File: config.mk
export PLATFORM = sky130hd
export DESIGN_NAME = gp_mem_initiator
export DESIGN_NICKNAME = d
export VERILOG_FILES = /design/src/rtl/gp_mem_initiator.sv
export SDC_FILE = /design/constraint.sdc
export NUM_CORES = 1
export LEC_CHECK = 0
export CAP_MARGIN = 20
export CORE_MARGIN = 5
export CORE_UTILIZATION = 49
export CTS_CLUSTER_DIAMETER = 200
export DETAILED_ROUTE_END_ITERATION = 16
export PLACE_DENSITY = 0.86
export RECOVER_POWER = 100
export SLEW_MARGIN = 20
export SYNTH_ARGS = -nofsm -noshare
export SYNTH_HDL_FRONTEND = slang
export SYNTH_SLANG_ARGS = --single-unit
File: constraint.sdc
create_clock -name clk_i -period 3.4 [get_ports clk_i]
set_input_delay 0.51 -clock clk_i [delete_from_list [all_inputs] [get_ports clk_i]]
set_output_delay 0.51 -clock clk_i [all_outputs]
set_load 0.005 [all_outputs]
File: src/rtl/gp_mem_initiator.sv
// Initiator engine: takes one generic-payload request at a time and runs it against a
// single-port synchronous memory. Partial-byte writes are done as read-modify-write.
module gp_mem_initiator #(
    parameter int unsigned ADDR_W     = 32,
    parameter int unsigned DATA_W     = 32,
    parameter int unsigned MEM_DEPTH  = 256,
    parameter int unsigned RD_LATENCY = 2,
    localparam int unsigned BE_W      = DATA_W / 8
) (
    input  logic              clk_i,
    input  logic              rst_i,
    input  logic              req_valid_i,
    output logic              req_ready_o,
    input  logic [1:0]        req_cmd_i,
    input  logic [ADDR_W-1:0] req_addr_i,
    input  logic [DATA_W-1:0] req_data_i,
    input  logic [BE_W-1:0]   req_be_i,
    output logic              rsp_valid_o,
    input  logic              rsp_ready_i,
    output logic [DATA_W-1:0] rsp_data_o,
    output logic [2:0]        rsp_status_o,
    output logic [ADDR_W-1:0] mem_addr_o,
    output logic [DATA_W-1:0] mem_data_o,
    output logic              mem_we_o,
    input  logic [DATA_W-1:0] mem_q_i,
    output logic              end_sim_o
);

    localparam int unsigned CntW = $clog2(RD_LATENCY + 1);
    // One extra bit so MEM_DEPTH == 2**ADDR_W still compares correctly.
    localparam logic [ADDR_W:0] DepthW = (ADDR_W + 1)'(MEM_DEPTH);

    localparam logic [1:0] CmdRead   = 2'd0;
    localparam logic [1:0] CmdWrite  = 2'd1;
    localparam logic [1:0] CmdIgnore = 2'd2;
    localparam logic [1:0] CmdEndSim = 2'd3;

    localparam logic [2:0] StatusOk      = 3'd1;
    localparam logic [2:0] StatusAddrErr = 3'd2;
    localparam logic [2:0] StatusBeErr   = 3'd4;

    typedef enum logic [2:0] {StIdle, StRdWait, StRmwWait, StWr, StRsp, StDone} state_e;

    state_e            state_q, state_d;
    logic [CntW-1:0]   cnt_q, cnt_d;
    logic [ADDR_W-1:0] mem_addr_q, mem_addr_d;
    logic [DATA_W-1:0] mem_data_q, mem_data_d;
    logic              we_q, we_d;
    logic              wr_phase_q, wr_phase_d;
    logic [DATA_W-1:0] data_q, data_d;
    logic [BE_W-1:0]   be_q, be_d;
    logic [DATA_W-1:0] rsp_data_q, rsp_data_d;
    logic [2:0]        rsp_status_q, rsp_status_d;
    logic              end_sim_q, end_sim_d;

    logic [DATA_W-1:0] be_mask;
    logic              addr_oor;

    always_comb begin
        be_mask = '0;
        for (int i = 0; i < int'(BE_W); i++) begin
            be_mask[i*8 +: 8] = {8{be_q[i]}};
        end
    end

    assign addr_oor = {1'b0, req_addr_i} >= DepthW;

    always_ff @(posedge clk_i) begin
        if (rst_i) begin
            state_q      <= StIdle;
            cnt_q        <= '0;
            mem_addr_q   <= '0;
            mem_data_q   <= '0;
            we_q         <= 1'b0;
            wr_phase_q   <= 1'b0;
            data_q       <= '0;
            be_q         <= '0;
            rsp_data_q   <= '0;
            rsp_status_q <= '0;
            end_sim_q    <= 1'b0;
        end else begin
            state_q      <= state_d;
            cnt_q        <= cnt_d;
            mem_addr_q   <= mem_addr_d;
            mem_data_q   <= mem_data_d;
            we_q         <= we_d;
            wr_phase_q   <= wr_phase_d;
            data_q       <= data_d;
            be_q         <= be_d;
            rsp_data_q   <= rsp_data_d;
            rsp_status_q <= rsp_status_d;
            end_sim_q    <= end_sim_d;
        end
    end

    always_comb begin
        state_d      = state_q;
        cnt_d        = cnt_q;
        mem_addr_d   = mem_addr_q;
        mem_data_d   = mem_data_q;
        we_d         = 1'b0;
        wr_phase_d   = wr_phase_q;
        data_d       = data_q;
        be_d         = be_q;
        rsp_data_d   = rsp_data_q;
        rsp_status_d = rsp_status_q;
        end_sim_d    = end_sim_q;
        unique case (state_q)
            StIdle: begin
                if (req_valid_i) begin
                    data_d       = req_data_i;
                    be_d         = req_be_i;
                    rsp_data_d   = '0;
                    rsp_status_d = StatusOk;
                    if (req_cmd_i == CmdIgnore) begin
                        state_d = StRsp;
                    end else if (req_cmd_i == CmdEndSim) begin
                        state_d   = StRsp;
                        end_sim_d = 1'b1;
                    end else if (addr_oor) begin
                        state_d      = StRsp;
                        rsp_status_d = StatusAddrErr;
                    end else if (req_be_i == '0) begin
                        state_d      = StRsp;
                        rsp_status_d = StatusBeErr;
                    end else if (req_cmd_i == CmdRead) begin
                        state_d    = StRdWait;
                        mem_addr_d = req_addr_i;
                        cnt_d      = CntW'(RD_LATENCY);
                    end else if (&req_be_i) begin
                        state_d    = StWr;
                        mem_addr_d = req_addr_i;
                        mem_data_d = req_data_i;
                        we_d       = 1'b1;
                        wr_phase_d = 1'b0;
                    end else begin
                        state_d    = StRmwWait;
                        mem_addr_d = req_addr_i;
                        cnt_d      = CntW'(RD_LATENCY);
                    end
                end
            end
            StRdWait: begin
                if (cnt_q != '0) begin
                    cnt_d = cnt_q - CntW'(1);
                end else begin
                    rsp_data_d = mem_q_i & be_mask;
                    state_d    = StRsp;
                end
            end
            StRmwWait: begin
                if (cnt_q != '0) begin
                    cnt_d = cnt_q - CntW'(1);
                end else begin
                    mem_data_d = (data_q & be_mask) | (mem_q_i & ~be_mask);
                    we_d       = 1'b1;
                    wr_phase_d = 1'b0;
                    state_d    = StWr;
                end
            end
            StWr: begin
                // Strobe occupies the first WR cycle; the second lets the write settle.
                if (!wr_phase_q) begin
                    wr_phase_d = 1'b1;
                end else begin
                    state_d = StRsp;
                end
            end
            StRsp: begin
                if (rsp_ready_i) begin
                    state_d = end_sim_q ? StDone : StIdle;
                end
            end
            StDone: begin
                state_d = StDone;
            end
            default: begin
                state_d = StIdle;
            end
        endcase
    end

    always_comb begin
        req_ready_o  = (state_q == StIdle) && !rst_i;
        rsp_valid_o  = (state_q == StRsp);
        rsp_data_o   = rsp_data_q;
        rsp_status_o = rsp_status_q;
        mem_addr_o   = mem_addr_q;
        mem_data_o   = mem_data_q;
        mem_we_o     = we_q;
        end_sim_o    = end_sim_q;
    end

endmodule

---- Word level (Yosys, flattened, before mapping) ----
Index checks and enable logic that the tools add are counted.
word-level totals
  flip-flop bits (word level) ............. 143
  bits of input ports ..................... 106
  output and inout bits ................... 103
  logic and storage cells ................. 118
operators by class
  add/subtract/negate cells ............... 1
  order comparisons ....................... 1
  eq/ne operators ......................... 20
  multiplexer cells ....................... 56
  bitwise logic cells ..................... 9
  reductions and logical operators ........ 20
operators by type and width
  kind                 number
  $mux 32              10
  $pmux 32 s2          2
  $and 32x32->32       3
  $mux 3               14
  $ge 32x9->1 const B  1
  $not 32->32          1
  $or 32x32->32        1
  $ne 2x2->1 const B   10
  $mux 2               9
  $pmux 3 s6           1
  $reduce_and 9->1     2
  $mux 1               17
  $reduce_and 4->1     2
  $reduce_and 8->1     1
  $reduce_bool 2->1    4
  $eq 3x2->1 const B   2
  $eq 3x3->1 const B   2
  $reduce_and 6->1     1
  $reduce_and 5->1     1
  $eq 2x2->1 const B   2
  $logic_not 4->1      1
  $ne 2x1->1 const B   2
  $not 1->1            4
  $pmux 2 s2           1
  13 further kinds     13

---- Logic depth before layout (Yosys ltp) ----
Gate-level depths: netlist (run 1).
  word-level depth ........................ 9
  depth in mapped cells ................... 8
  depth with buffers taken out ............ 7

---- Least setup slack after synthesis (run 1) ----
OpenSTA, ideal clock, no wires.
  path kind ............................... input to register
  from .................................... input req_valid_i
  to ...................................... register mem_addr_q[11] (netlist: mem_addr_o[11])
  setup time .............................. 0.115 ns
  arrival time ............................ 2.044 ns
  required time ........................... 3.285 ns
  setup slack ............................. 1.241 ns
  cell stages on the path ................. 8
  buffers on the path ..................... 3
  cell sequence ........................... or4b_1 -> clkbuf_1 -> or3_1 -> nor3_2 -> buf_6 -> nor2_4 -> buf_6 -> and2_1
between the ends
  longest elaborated chain between the ends .. 1
ends and longest elaborated chain
  element                     line  source
  start: declaration          12    input logic req_valid_i,
  $reduce_and 6->1 (no line)  -
  end signal: assignment      84    mem_addr_q <= mem_addr_d;
  end: declaration            46    logic [ADDR_W-1:0] mem_addr_q, mem_addr_d;
No other way between the ends.
A chain may end at the register's enable or synchronous reset.

---- Worst setup path in the final report (run 1) ----
  from .................................... input req_valid_i
  to ...................................... register rsp_data_q[14] (netlist: rsp_data_o[14])
between the ends
  longest elaborated chain between the ends .. 2
ends and longest elaborated chain
  element                     line  source
  $ne 2x2->1 (no line)        -
  $reduce_and 3->1 (no line)  -
  end signal: assignment      90    rsp_data_q <= rsp_data_d;
  end: declaration            52    logic [DATA_W-1:0] rsp_data_q, rsp_data_d;
No other way between the ends.

==> out/summary.txt, run 1 <==
share of layout cells above drive strength 1 -> 5.62%
RSZ-0062 raised after global routing -> no
initial antenna violation count -> 0
pre-CTS WS -> 600 ps
post-route cell area -> 8670 um^2
post-route ant nets -> 0
Die Y -> 121 um
Mean Syn Cell Area -> 8.52 um^2
Die ar. -> 14,500 um^2
antenna cell count -> 0
Max-Cap Viols -> 1
Slew HR -> -3.43%
Slew Limit Fails -> 34
post-route minimum period -> 2900 ps
Top FF cell, synth -> dfxtp_1
Placed Area -> 8100 um^2
startpoint class of the critical path -> input pin
Hold Path Class -> reg2reg
worst r2r src -> state_q[0]
CTS Hold Bufs -> 0
DR WL/cell -> 17.5 um
die width -> 121 um
Post-Syn Area -> 5990 um^2
Root Driver -> clkbuf_16
DR vias -> 5,848
vias in the first global route -> 5,820
Peak supply drop -> 0.000324 V
status -> finished with violations
H-tree levels -> 4
Hold Path Origin -> rsp_data_o[5]
pwr dens -> 464 nW/um^2
Layout area overhead -> 44.8%
TritonCTS buffer count -> 17
Gate Count Post-Synth -> 703
failing checks -> max-capacitance violations, max-slew violations
Worst Setup SP -> req_valid_i
most frequent cells in the layout -> nand2_1, dfxtp_1, dlygate4sd3_1
PortBufs -> 208
Req. time, crit path -> 3730 ps
largest area contributor in the netlist -> dfxtp_1
critical path class -> in2reg
Iter 0 DRT Violations -> 509
Static Leak -> 3.31 nW
DRC -> 0
post-synthesis net count -> 810
Layout Cells excl Fill -> 1,037
DR pass1 iterations -> 7
Post-Route WL -> 18.1 mm
Via density -> 5.64
post-synthesis sequential area ratio -> 47.8%
worst path arrival time -> 3230 ps
#FFs+latches synth -> 143
global-route wire length before repair -> 29.1 mm
maximum fanout along the worst path -> 41
largest net degree at the start of global routing -> 88
Post-synth ARST share -> 0%
top cells by area, synth -> dfxtp_1, nand2_1, mux2i_1
clk sink count -> 143
period utilization -> 85.4%
Crit. End Element -> register
Ys Warns -> 0
Worst-Skew Late Latency -> 410 ps
CTS tree -> done
library cells used by synthesis -> 41
nets@finish -> 984
total grt overflow -> 0
clock slew at reported path FFs -> 60 ps
endpoints failing setup -> 0
Cells after DPL -> 1,005
row cnt -> 40
area share of the largest cell type after synthesis -> 47.8%
Post CTS Setup Buffer Count -> 0
GRT Util Overall -> 24.9%
CTS max path bufs -> 2
Final Skew -> 6.73 ps
Starting Density -> 49.9%
Post-synth EDFFs -> 0
worst slew pin tran -> 1550 ps
I/O Pins -> 209
final worst-path setup slack -> 496 ps
Core Region -> 12,000 um^2
RD Place Congestion -> 0.877
post-CTS resize count -> 0
DP HPWL -> 12.6 mm
Fmax -> 0.344 GHz
Final Hold Fails -> 0
setup TNS -> 0 ps
## cell type report
class	count	area (um^2)
Tap cell	147	184
Fill cell	900	3340
Clock buffer	19	453
Timing Repair Buffer	219	2150
Multi-Input combinational cell	490	2840
Sequential cell	143	2860
Inverter	6	22.5
Clock inverter	13	161
## registers in the layout, summed over array words and instances, names as in the netlist
signal	flops
data_q	32
be_q	4
mem_we_o	1
end_sim_o	1
rsp_status_o	3
state_q	3
cnt_q	2
rsp_data_o	32
mem_data_o	32
wr_phase_q	1
mem_addr_o	32
## power by group
part	internal [mW]	switching (mW)	leakage (nW)	total [mW]
Combinational	0.185	0.181	1.86	0.366
Sequential	1.71	0.0359	1.16	1.75
Clock	1.19	0.720	0.292	1.91
## metal layers
metal / track usage, % / part of all wire [%] / up-vias / wire (um)
li1: - / - / 2808 / -
met1: 29.6 / 40 / 2777 / 7330
met2: 42.5 / 50 / 230 / 9080
met3: 7.02 / 7.4 / 33 / 1340
met4: 10.1 / 2.1 / 0 / 385
met5: 0 / 0 / - / 0
## path summary, 6_finish.rpt
kind,end,cells past startpoint,slack (ps)
worst max register to register,mem_data_o[2],5,590
worst min-delay path,rsp_data_o[5],2,450
worst max-delay path,rsp_data_o[14],7,500
worst min register to register,rsp_data_o[5],2,450
## cell families after synthesis
logic type / synth area share (%)
fa+ha+maj: 0.209
mux: 7.18
flops: 47.8
compound gates: 14.8
buf+inv: 4.95
simple gates: 24.9
xor+xnor: 0.146
## cells in the mapped netlist (5+ instances only)
library cell	n
a21oi_1	74
and2_1	28
buf_1	5
buf_2	9
clkbuf_1	47
dfxtp_1	143
inv_1	5
mux2i_1	43
nand2_1	143
nand3_1	33
nand4b_1	33
nor2_1	22
nor3_1	7
nor4_1	9
o21ai_0	34
o31ai_1	33
## critical path, stage by stage
cell and delay (ps):
dlygate4sd3_1 620, or4b_1 480, clkbuf_2 560, nand2_1 250, clkbuf_2 430, nand3_1 170
a21oi_1 210
## metrics by stage
step	hold slack, ps	utilization, %	total power, mW
2_1_floorplan	436	-	1.95
3_3_place_gp	437	67.4	2.14
3_5_place_dp	444	67.4	2.15
4_1_cts	425	72.5	4.06
5_1_grt	461	72.2	4.17
6_report	446	72.2	4.03
(Power assumes the default switching activity.)
==> run 2, diff against run 1 <==
CORE_MARGIN = 8   (was 5)
CORE_UTILIZATION = 50   (was 49)
CTS_BUF_LIST = sky130_fd_sc_hd__clkbuf_2   (was unset)
PLACE_DENSITY = 0.87   (was 0.86)
==> run 2 against run 1 <==
- the run now ends clean
- design area shrank 3.4%
- largest cell class unchanged
- sequential cell count is the same
- routed wire length grew 4.4%
- highest routed layer unchanged
- count of clock-buffer cells in the layout shrank 1
==> out/summary.txt, run 2 (same netlist as run 1, synthesis figures left out) <==
status -> finished, final reports clean
row cnt -> 40
Root Driver -> clkbuf_2
Worst-Skew Late Latency -> 720 ps
RSZ-0062 raised after global routing -> no
CTS Hold Bufs -> 0
DR vias -> 5,807
post-route minimum period -> 3100 ps
startpoint class of the critical path -> register
Req. time, crit path -> 4040 ps
GRT Util Overall -> 23.5%
endpoints failing setup -> 0
RD Place Congestion -> 0.843
worst path arrival time -> 3740 ps
post-CTS resize count -> 0
Crit. End Element -> register
DR WL/cell -> 18.2 um
clk sink count -> 143
Static Leak -> 3.20 nW
Fmax -> 0.322 GHz
Hold Path Origin -> rst_i
worst reg2reg path depth -> 6
Max-Cap Viols -> 0
met2 usage -> 40.8%
CTS max path bufs -> 2
setup TNS -> 0 ps
die width -> 125 um
Worst R2R End -> rsp_data_o[29]
H-tree levels -> 4
vias in the first global route -> 5,766
Post CTS Setup Buffer Count -> 0
Cells after DPL -> 1,007
final worst-path setup slack -> 299 ps
Worst path slowest cell -> or4b_2
Starting Density -> 50.5%
nets@finish -> 986
global route hottest layer -> met2
DRC -> 0
r2r setup slk -> 300 ps
worst hold stages -> 2
Die Y -> 125 um
global-route wire length before repair -> 29.8 mm
Final Hold Fails -> 0
critical path depth -> 6
Hold Slack -> 193 ps
critical path class -> reg2reg
worst r2r src -> state_q[2]
DR pass1 iterations -> 6
crit-path cells -> or4b_2 > clkbuf_2 > nand2_1 > clkbuf_1 > nand3_1 > a21oi_1
WHS Endpoint -> data_q[3]
I/O Pins -> 209
Core Region -> 11,900 um^2
CTS tree -> done
Layout Cells excl Fill -> 1,040
clock slew at reported path FFs -> 210 ps
DP HPWL -> 13.2 mm
Slew HR -> 26.4%
area occupied by multi-input gates -> 2840 um^2
Post-Route WL -> 18.9 mm
TritonCTS buffer count -> 17
Filler Cell Count -> 945
post-route ant nets -> 0
PortBufs -> 208
Peak supply drop -> 0.000304 V
maximum fanout along the worst path -> 41
initial antenna violation count -> 1
pwr dens -> 399 nW/um^2
Bufs and invs on worst path -> 2
total grt overflow -> 0
Iter 0 DRT Violations -> 404
pre-CTS WS -> 523 ps
Die ar. -> 15,700 um^2
met3 usage -> 8.24%
Largest delay share family, worst path -> simple AND/OR/NAND/NOR gates
most frequent cells in the layout -> nand2_1, dfxtp_1, clkdlybuf4s50_1
Hold Path Class -> in2reg
Via density -> 5.58
worst slew pin tran -> 1100 ps
share of layout cells above drive strength 1 -> 5.49%
Reg area -> 2860 um^2
met1 GRT Util -> 25.8%
period utilization -> 91.2%
Slew Limit Fails -> 0
Layout area overhead -> 39.8%
Final Skew -> 29.0 ps
largest net degree at the start of global routing -> 115
max incr delay on CP -> 730 ps
## run 2: cell types whose count changed in the layout (fill, tap and decap cells not counted), sizes merged, moves of 2 or more
cell	delta
bufinv	+3
clkdlybuf4s50	+3
dlygate4sd3	-3
clkinvlp	-3
inv	-2
clkinv	+3
## run 2: per-layer routing
metal / vias up / wire length, um
li1: 2817 / -
met1: 2739 / 7530
met2: 219 / 9550
met3: 32 / 1490
met4: 0 / 358
met5: - / 0
## run 2: stage by stage
stage | total power [mW] | util [%] | cell area [um^2]
3_5_place_dp | 2.15 | 68.4 | 8110
6_report | 3.34 | 70.6 | 8380
3_3_place_gp | 2.14 | 68.4 | 8110
2_1_floorplan | 1.95 | - | 5990
4_1_cts | 3.37 | 71.0 | 8420
5_1_grt | 3.46 | 70.6 | 8380
## run 2: worst register-to-register path, cell delays in order (launching register included)
cell	delay, ps
dfxtp_1	500
or4b_2	730
clkbuf_2	590
nand2_1	300
clkbuf_1	540
nand3_1	170
a21oi_1	200
## run 2: where the power goes
group          leakage (nW)  internal [mW]  switching [mW]
clock network         0.182          0.622           0.602
registers              1.16           1.71          0.0359
logic                  1.86          0.185           0.184
total                  3.20           2.52           0.821
## run 2: worst max-delay path by stage
stage / slack, ps / to / from
after floorplan: 1240 / mem_addr_o[11] / req_valid_i
after global placement: 600 / mem_addr_o[30] / req_valid_i
after detailed placement: 520 / mem_addr_o[21] / req_valid_i
after CTS: 330 / req_ready_o / state_q[2]
after global routing: 170 / rsp_data_o[20] / state_q[2]
final: 300 / rsp_data_o[29] / state_q[2]
## run 2: area by class of cell
cell class                      count  share of cell area, %
Clock inverter                     14                   2.63
Inverter                            6                  0.269
Clock buffer                       18                   1.08
Timing Repair Buffer              221                   25.8
Tap cell                          147                   2.20
Multi-Input combinational cell    490                   33.8
Antenna cell                        1                 0.0299
Sequential cell                   143                   34.2
